<file path="config.mk">
export PLATFORM = sky130hd
export DESIGN_NAME = pipe_stage_skid
export DESIGN_NICKNAME = d
export VERILOG_FILES = /design/src/rtl/pipe_stage_skid.sv
export SDC_FILE = /design/constraint.sdc
export NUM_CORES = 1
export LEC_CHECK = 0
export CELL_PAD_IN_SITES_DETAIL_PLACEMENT = 2
export CELL_PAD_IN_SITES_GLOBAL_PLACEMENT = 2
export CORE_MARGIN = 2
export CORE_UTILIZATION = 29
export CTS_CLUSTER_DIAMETER = 120
export DETAILED_ROUTE_END_ITERATION = 6
export GPL_TIMING_DRIVEN = 0
export HOLD_SLACK_MARGIN = 0.08
export PLACE_DENSITY_LB_ADDON = 0.1
export SETUP_SLACK_MARGIN = 0.3
export SYNTH_ARGS = -nofsm -noshare
export SYNTH_HDL_FRONTEND = slang
export SYNTH_SLANG_ARGS = --single-unit
</file>
<file path="constraint.sdc">
create_clock -name CLK -period 5.2 [get_ports CLK]
set_input_delay 1.04 -clock CLK [delete_from_list [all_inputs] [get_ports CLK]]
set_output_delay 1.04 -clock CLK [all_outputs]
set_load 0.02 [all_outputs]
</file>
<file path="src/rtl/pipe_stage_skid.sv">
// Pipeline register with a two-entry skid buffer, global stall, flush-to-bubble
// and saturating stall/flush event counters.
module pipe_stage_skid #(
    parameter int unsigned        DATA_W    = 64,
    parameter logic [DATA_W-1:0]  NOP_VALUE = '0,
    parameter int unsigned        CNT_W     = 16
) (
    input  logic              CLK,
    input  logic              RESET,
    input  logic              STALL,
    input  logic              FLUSH,
    input  logic              IN_VALID,
    output logic              IN_READY,
    input  logic [DATA_W-1:0] IN_DATA,
    output logic              OUT_VALID,
    input  logic              OUT_READY,
    output logic [DATA_W-1:0] OUT_DATA,
    output logic [1:0]        OCCUPANCY,
    output logic [CNT_W-1:0]  STALL_CNT,
    output logic [CNT_W-1:0]  FLUSH_CNT
);

    typedef enum logic [1:0] {
        EMPTY = 2'd0,
        FULL  = 2'd1,
        SKID  = 2'd2
    } state_t;

    localparam logic [CNT_W-1:0] CNT_MAX = '1;

    state_t            state_q, state_d;
    logic [DATA_W-1:0] main_q, main_d;
    logic [DATA_W-1:0] skid_q, skid_d;
    logic              in_ready_q;
    logic              push_c, pop_c;

    // Ready is registered; stall only masks it, it never reaches OUT_READY.
    assign IN_READY  = in_ready_q & ~STALL;
    assign OUT_VALID = (state_q != EMPTY);
    assign OUT_DATA  = main_q;
    assign OCCUPANCY = 2'(state_q);

    assign push_c = IN_VALID & in_ready_q & ~STALL & ~FLUSH;
    assign pop_c  = OUT_VALID & OUT_READY & ~STALL;

    // Next-state and register update; main is returned to NOP whenever it empties.
    always_comb begin
        state_d = state_q;
        main_d  = main_q;
        skid_d  = skid_q;
        if (FLUSH) begin
            state_d = EMPTY;
            main_d  = NOP_VALUE;
            skid_d  = NOP_VALUE;
        end else begin
            case (state_q)
                EMPTY: begin
                    if (push_c) begin
                        state_d = FULL;
                        main_d  = IN_DATA;
                    end
                end
                FULL: begin
                    if (push_c && !pop_c) begin
                        state_d = SKID;
                        skid_d  = IN_DATA;
                    end else if (push_c && pop_c) begin
                        main_d  = IN_DATA;
                    end else if (pop_c) begin
                        state_d = EMPTY;
                        main_d  = NOP_VALUE;
                    end
                end
                SKID: begin
                    if (pop_c) begin
                        state_d = FULL;
                        main_d  = skid_q;
                        skid_d  = NOP_VALUE;
                    end
                end
                default: begin
                    state_d = EMPTY;
                    main_d  = NOP_VALUE;
                    skid_d  = NOP_VALUE;
                end
            endcase
        end
    end

    always_ff @(posedge CLK or posedge RESET) begin
        if (RESET) begin
            state_q    <= EMPTY;
            main_q     <= NOP_VALUE;
            skid_q     <= NOP_VALUE;
            in_ready_q <= 1'b1;
        end else begin
            state_q    <= state_d;
            main_q     <= main_d;
            skid_q     <= skid_d;
            in_ready_q <= (state_d != SKID);
        end
    end

    // Saturating performance counters.
    always_ff @(posedge CLK or posedge RESET) begin
        if (RESET) begin
            STALL_CNT <= '0;
            FLUSH_CNT <= '0;
        end else begin
            if (STALL && (STALL_CNT != CNT_MAX)) STALL_CNT <= STALL_CNT + CNT_W'(1);
            if (FLUSH && (FLUSH_CNT != CNT_MAX)) FLUSH_CNT <= FLUSH_CNT + CNT_W'(1);
        end
    end

endmodule

</file>
==> metrics.md <==
| Metric | Value |
|---|---|
| Status | `finished, final reports clean` |
| Clock buffer depth | `2` |
| Placed Cells | `1182` |
| Hold worst-path end | `OUT_DATA[35]` |
| Die W | `around 170 um` |
| Multi-input gate area | `0.00327 mm^2` |
| Total of max-cap violations | `0` |
| Post-synth EDFFs | `0` |
| Post-CTS Setup Bufs | `0` |
| Library cells used by synthesis | `42` |
| CP arrival | `2.69 ns` |
| Post-route minimum period | `3.73 ns` |
| FMAX | `268 MHz` |
| Remaining DRCs | `0` |
| Dominant synthesized flop cell | `dfrtp_1` |
| Clock network fraction of total power | `a little under two fifths` |
| Critical Path Start | `STALL` |
| Power per cell area | `333 mW/mm^2` |
| Core area | `0.0259 mm^2` |
| Via/cell ratio | `5.20` |
| IO buf count | `roughly 170` |
| P_int | `0.00241 W` |
| Number of clock sinks | `163` |
| H-tree Lvls | `4` |
| Initial DRC Count | `296` |
| Worst Path Required | `4.16 ns` |
| Final Wtd Congestion | `0.769` |
| Die Y-Extent | `between 150 and 200 um` |
| Root Driver | `clkbuf_16` |
| Slew Limit Fails | `0` |
| Measured slew at the worst slew-check pin | `1.15 ns` |
| Register area share after synthesis | `53.6%` |
| Area Growth Syn to Fin | `36.6%` |
| Worst skew pair latency | `0.43 ns` |
| Startpoint of the worst hold path | `OUT_DATA[35]` |
| Drt total wl | `24.6 mm` |
| Lkg Pwr | `roughly 4.3 nW` |
| Flop2flop setup slack | `2.63 ns` |
| Period utilisation layout | `71.7%` |
| All-layer global routing usage | `18.7%` |
| CTS resizes | `0` |
| CTS tree | `yes` |
| Post-CTS Hold Buffers | `0` |
| Sw Pwr | `0.00105 W` |
| N_diodes | `0` |
| Share of flip-flops with an asynchronous set or reset | `100%` |
| Reg2Reg Depth | `6` |
| Global-route wire length before repair | `41.7 mm` |
| Setup TNS | `0 ns` |
| # rows | `59` |
| Worst Skew | `~0.015 ns` |
| Reg area | `around 0.0041 mm^2` |
| Crit. End Element | `output port` |
| Vias in the first global route | `7283` |
| Max VDD drop | `a little under 0.2 mV` |
| Register bit total from synthesis | `163` |
| Vias after detailed routing | `6308` |
| Layout cells sized above 1 | `7.51%` |
| ANT nets after route | `0` |
| Fin cells | `1214` |
| Final hold vios | `0` |
| Critical path fanouts, max | `10` |
| Synth Net Count | `about 750` |
| Drt pass-1 iters | `4` |
| YS warnings | `0` |
| Initial antenna violation count | `1` |
| Switch share | `30.4%` |
| Seq pwr share | `between 40% and 50%` |
| Congestion Overflow GR | `0` |
| Hold path cells | `1` |
| Crit Path Class | `input port to output port` |
| RSZ-0062 raised after global routing | `no` |
| Starting Density | `29.4%` |
| Avg Inst Size Synth | `11.3 um^2` |
| CP Launch Type | `input port` |
| Setup-failing EPs final | `0` |
| I/O Pins | `170` |
| Hold WC Path Type | `register to register` |
| Largest net degree at the start of global routing | `between 40 and 50` |
| CTS Buf Count | `17` |
| Reg2reg end | `OUT_DATA[37]` |
| Final nets | `938` |
| # fillers | `about 2700` |
| Clock slew at the register clock pins of the worst setup and hold paths | `0.06 ns` |
| Rel. slew slack | `roughly a quarter` |
| Post-DP HPWL | `around 18 mm` |
| Die area | `0.0276 mm^2` |
| Comb pwr share | `20.1%` |
| DR WL/cell | `20.2 um` |
| Reg2reg start | `OCCUPANCY[0]` |
| Mapped cell area | `0.00761 mm^2` |
| Syn Inst Count | `a little under 700` |
-- state kept, by name, summed over array words and instances (netlist names) --
| signal | count |
|---|---|
| OUT_DATA | 64 |
| FLUSH_CNT | 16 |
| skid_q | 64 |
| in_ready_q | 1 |
| STALL_CNT | 16 |
| OCCUPANCY | 2 |
-- synthesized netlist by cell type (6+ instances only) --
master     count  area [um^2]
nand4_1       12         75.1
and3_1         9         56.3
mux2i_1       64          641
dfrtp_1      162         4050
a22o_1        64          561
buf_2         18         90.1
xnor2_1       19          166
o2bb2ai_1     65          569
nand2_1       14         52.6
clkbuf_1      22         82.6
buf_6          6         67.6
nor2_1        75          282
nand3_1       14         70.1
a21oi_1       69          345
-- per-layer routing --
| metal | GRT usage [%] | share of wire, % | vias to the layer above |
|---|---|---|---|
| met5 | 0 | 0.049 | - |
| met4 | 4.39 | 1.1 | 2 |
| met3 | 3.53 | 4.2 | 21 |
| met2 | 30.8 | 48 | 141 |
| met1 | 25.5 | 46 | 3244 |
| li1 | - | - | 2900 |
-- cell families (layout without fill, tap and decap cells) --
| logic type | count (synthesis) | in the layout | synth area share (%) |
|---|---|---|---|
| flip-flops | 163 | 163 | 53.6 |
| AO/OA/AOI/OAI | 215 | 215 | 21.1 |
| multiplexers | 67 | 67 | 8.86 |
| XOR/XNOR | 23 | 23 | 2.65 |
| adder cells (fa/ha/maj) | 2 | 2 | 0.329 |
| buffers and inverters | 53 | 258 | 3.50 |
| AND/OR/NAND/NOR | 151 | 151 | 10.0 |
-- power groups by stage --
stage	registers, W	clock network, W	logic (W)
2_1_floorplan	0.00157	0	0.000259
3_3_place_gp	0.00149	0	0.000678
5_1_grt	0.00149	0.00139	0.000759
4_1_cts	0.00147	0.00134	0.000710
6_report	0.00147	0.00129	0.000696
3_5_place_dp	0.00150	0	0.000706
-- final cells by class --
class                      count  area share (%)
clock buffer                  20            4.29
inverter                       2           0.108
tap                          335            4.03
multi-input combinational    458            31.4
clock inverter                12            1.40
buffer                        51            2.49
sequential                   163            39.2
timing repair buffer         173            17.0
-- critical path, cell delays in order --
cell,delay (ns)
clkdlybuf4s50_1,0.60
clkbuf_1,0.38
nor2b_1,0.11
clkdlybuf4s50_1,0.56
-- worst max-delay path by stage --
stage | endpoint | slack [ns] | cells after the start
2_1_floorplan | FLUSH_CNT[0] | 2.09 | 1
3_3_place_gp | OUT_DATA[16] | 0.58 | 2
3_5_place_dp | OUT_DATA[37] | 1.40 | 6
4_1_cts | IN_READY | 1.44 | 4
5_1_grt | IN_READY | 1.35 | 4
6_report | IN_READY | 1.47 | 4
-- placed cells by master (no fill, tap or decap), types with 17 or more instances in the layout --
master,instances
a21oi_1,69
clkbuf_1,24
clkbuf_16,17
o2bb2ai_1,65
clkdlybuf4s50_1,169
xnor2_1,19
a22o_1,64
dfrtp_1,162
mux2i_1,64
buf_2,18
nor2_1,75
-- stage by stage --
stage	hold slack (ns)	util [%]	area, um^2	setup slack (ns)	power [W]
floorplan	0.473	-	7620	2.09	0.00183
global placement	0.470	37.5	9730	0.579	0.00217
detailed placement	0.472	37.9	9810	1.40	0.00220
CTS	0.493	40.1	10400	1.44	0.00352
global route	0.507	40.1	10400	1.35	0.00364
finish	0.485	40.1	10400	1.47	0.00346
No activity file was read; power rests on OpenSTA's default activity.
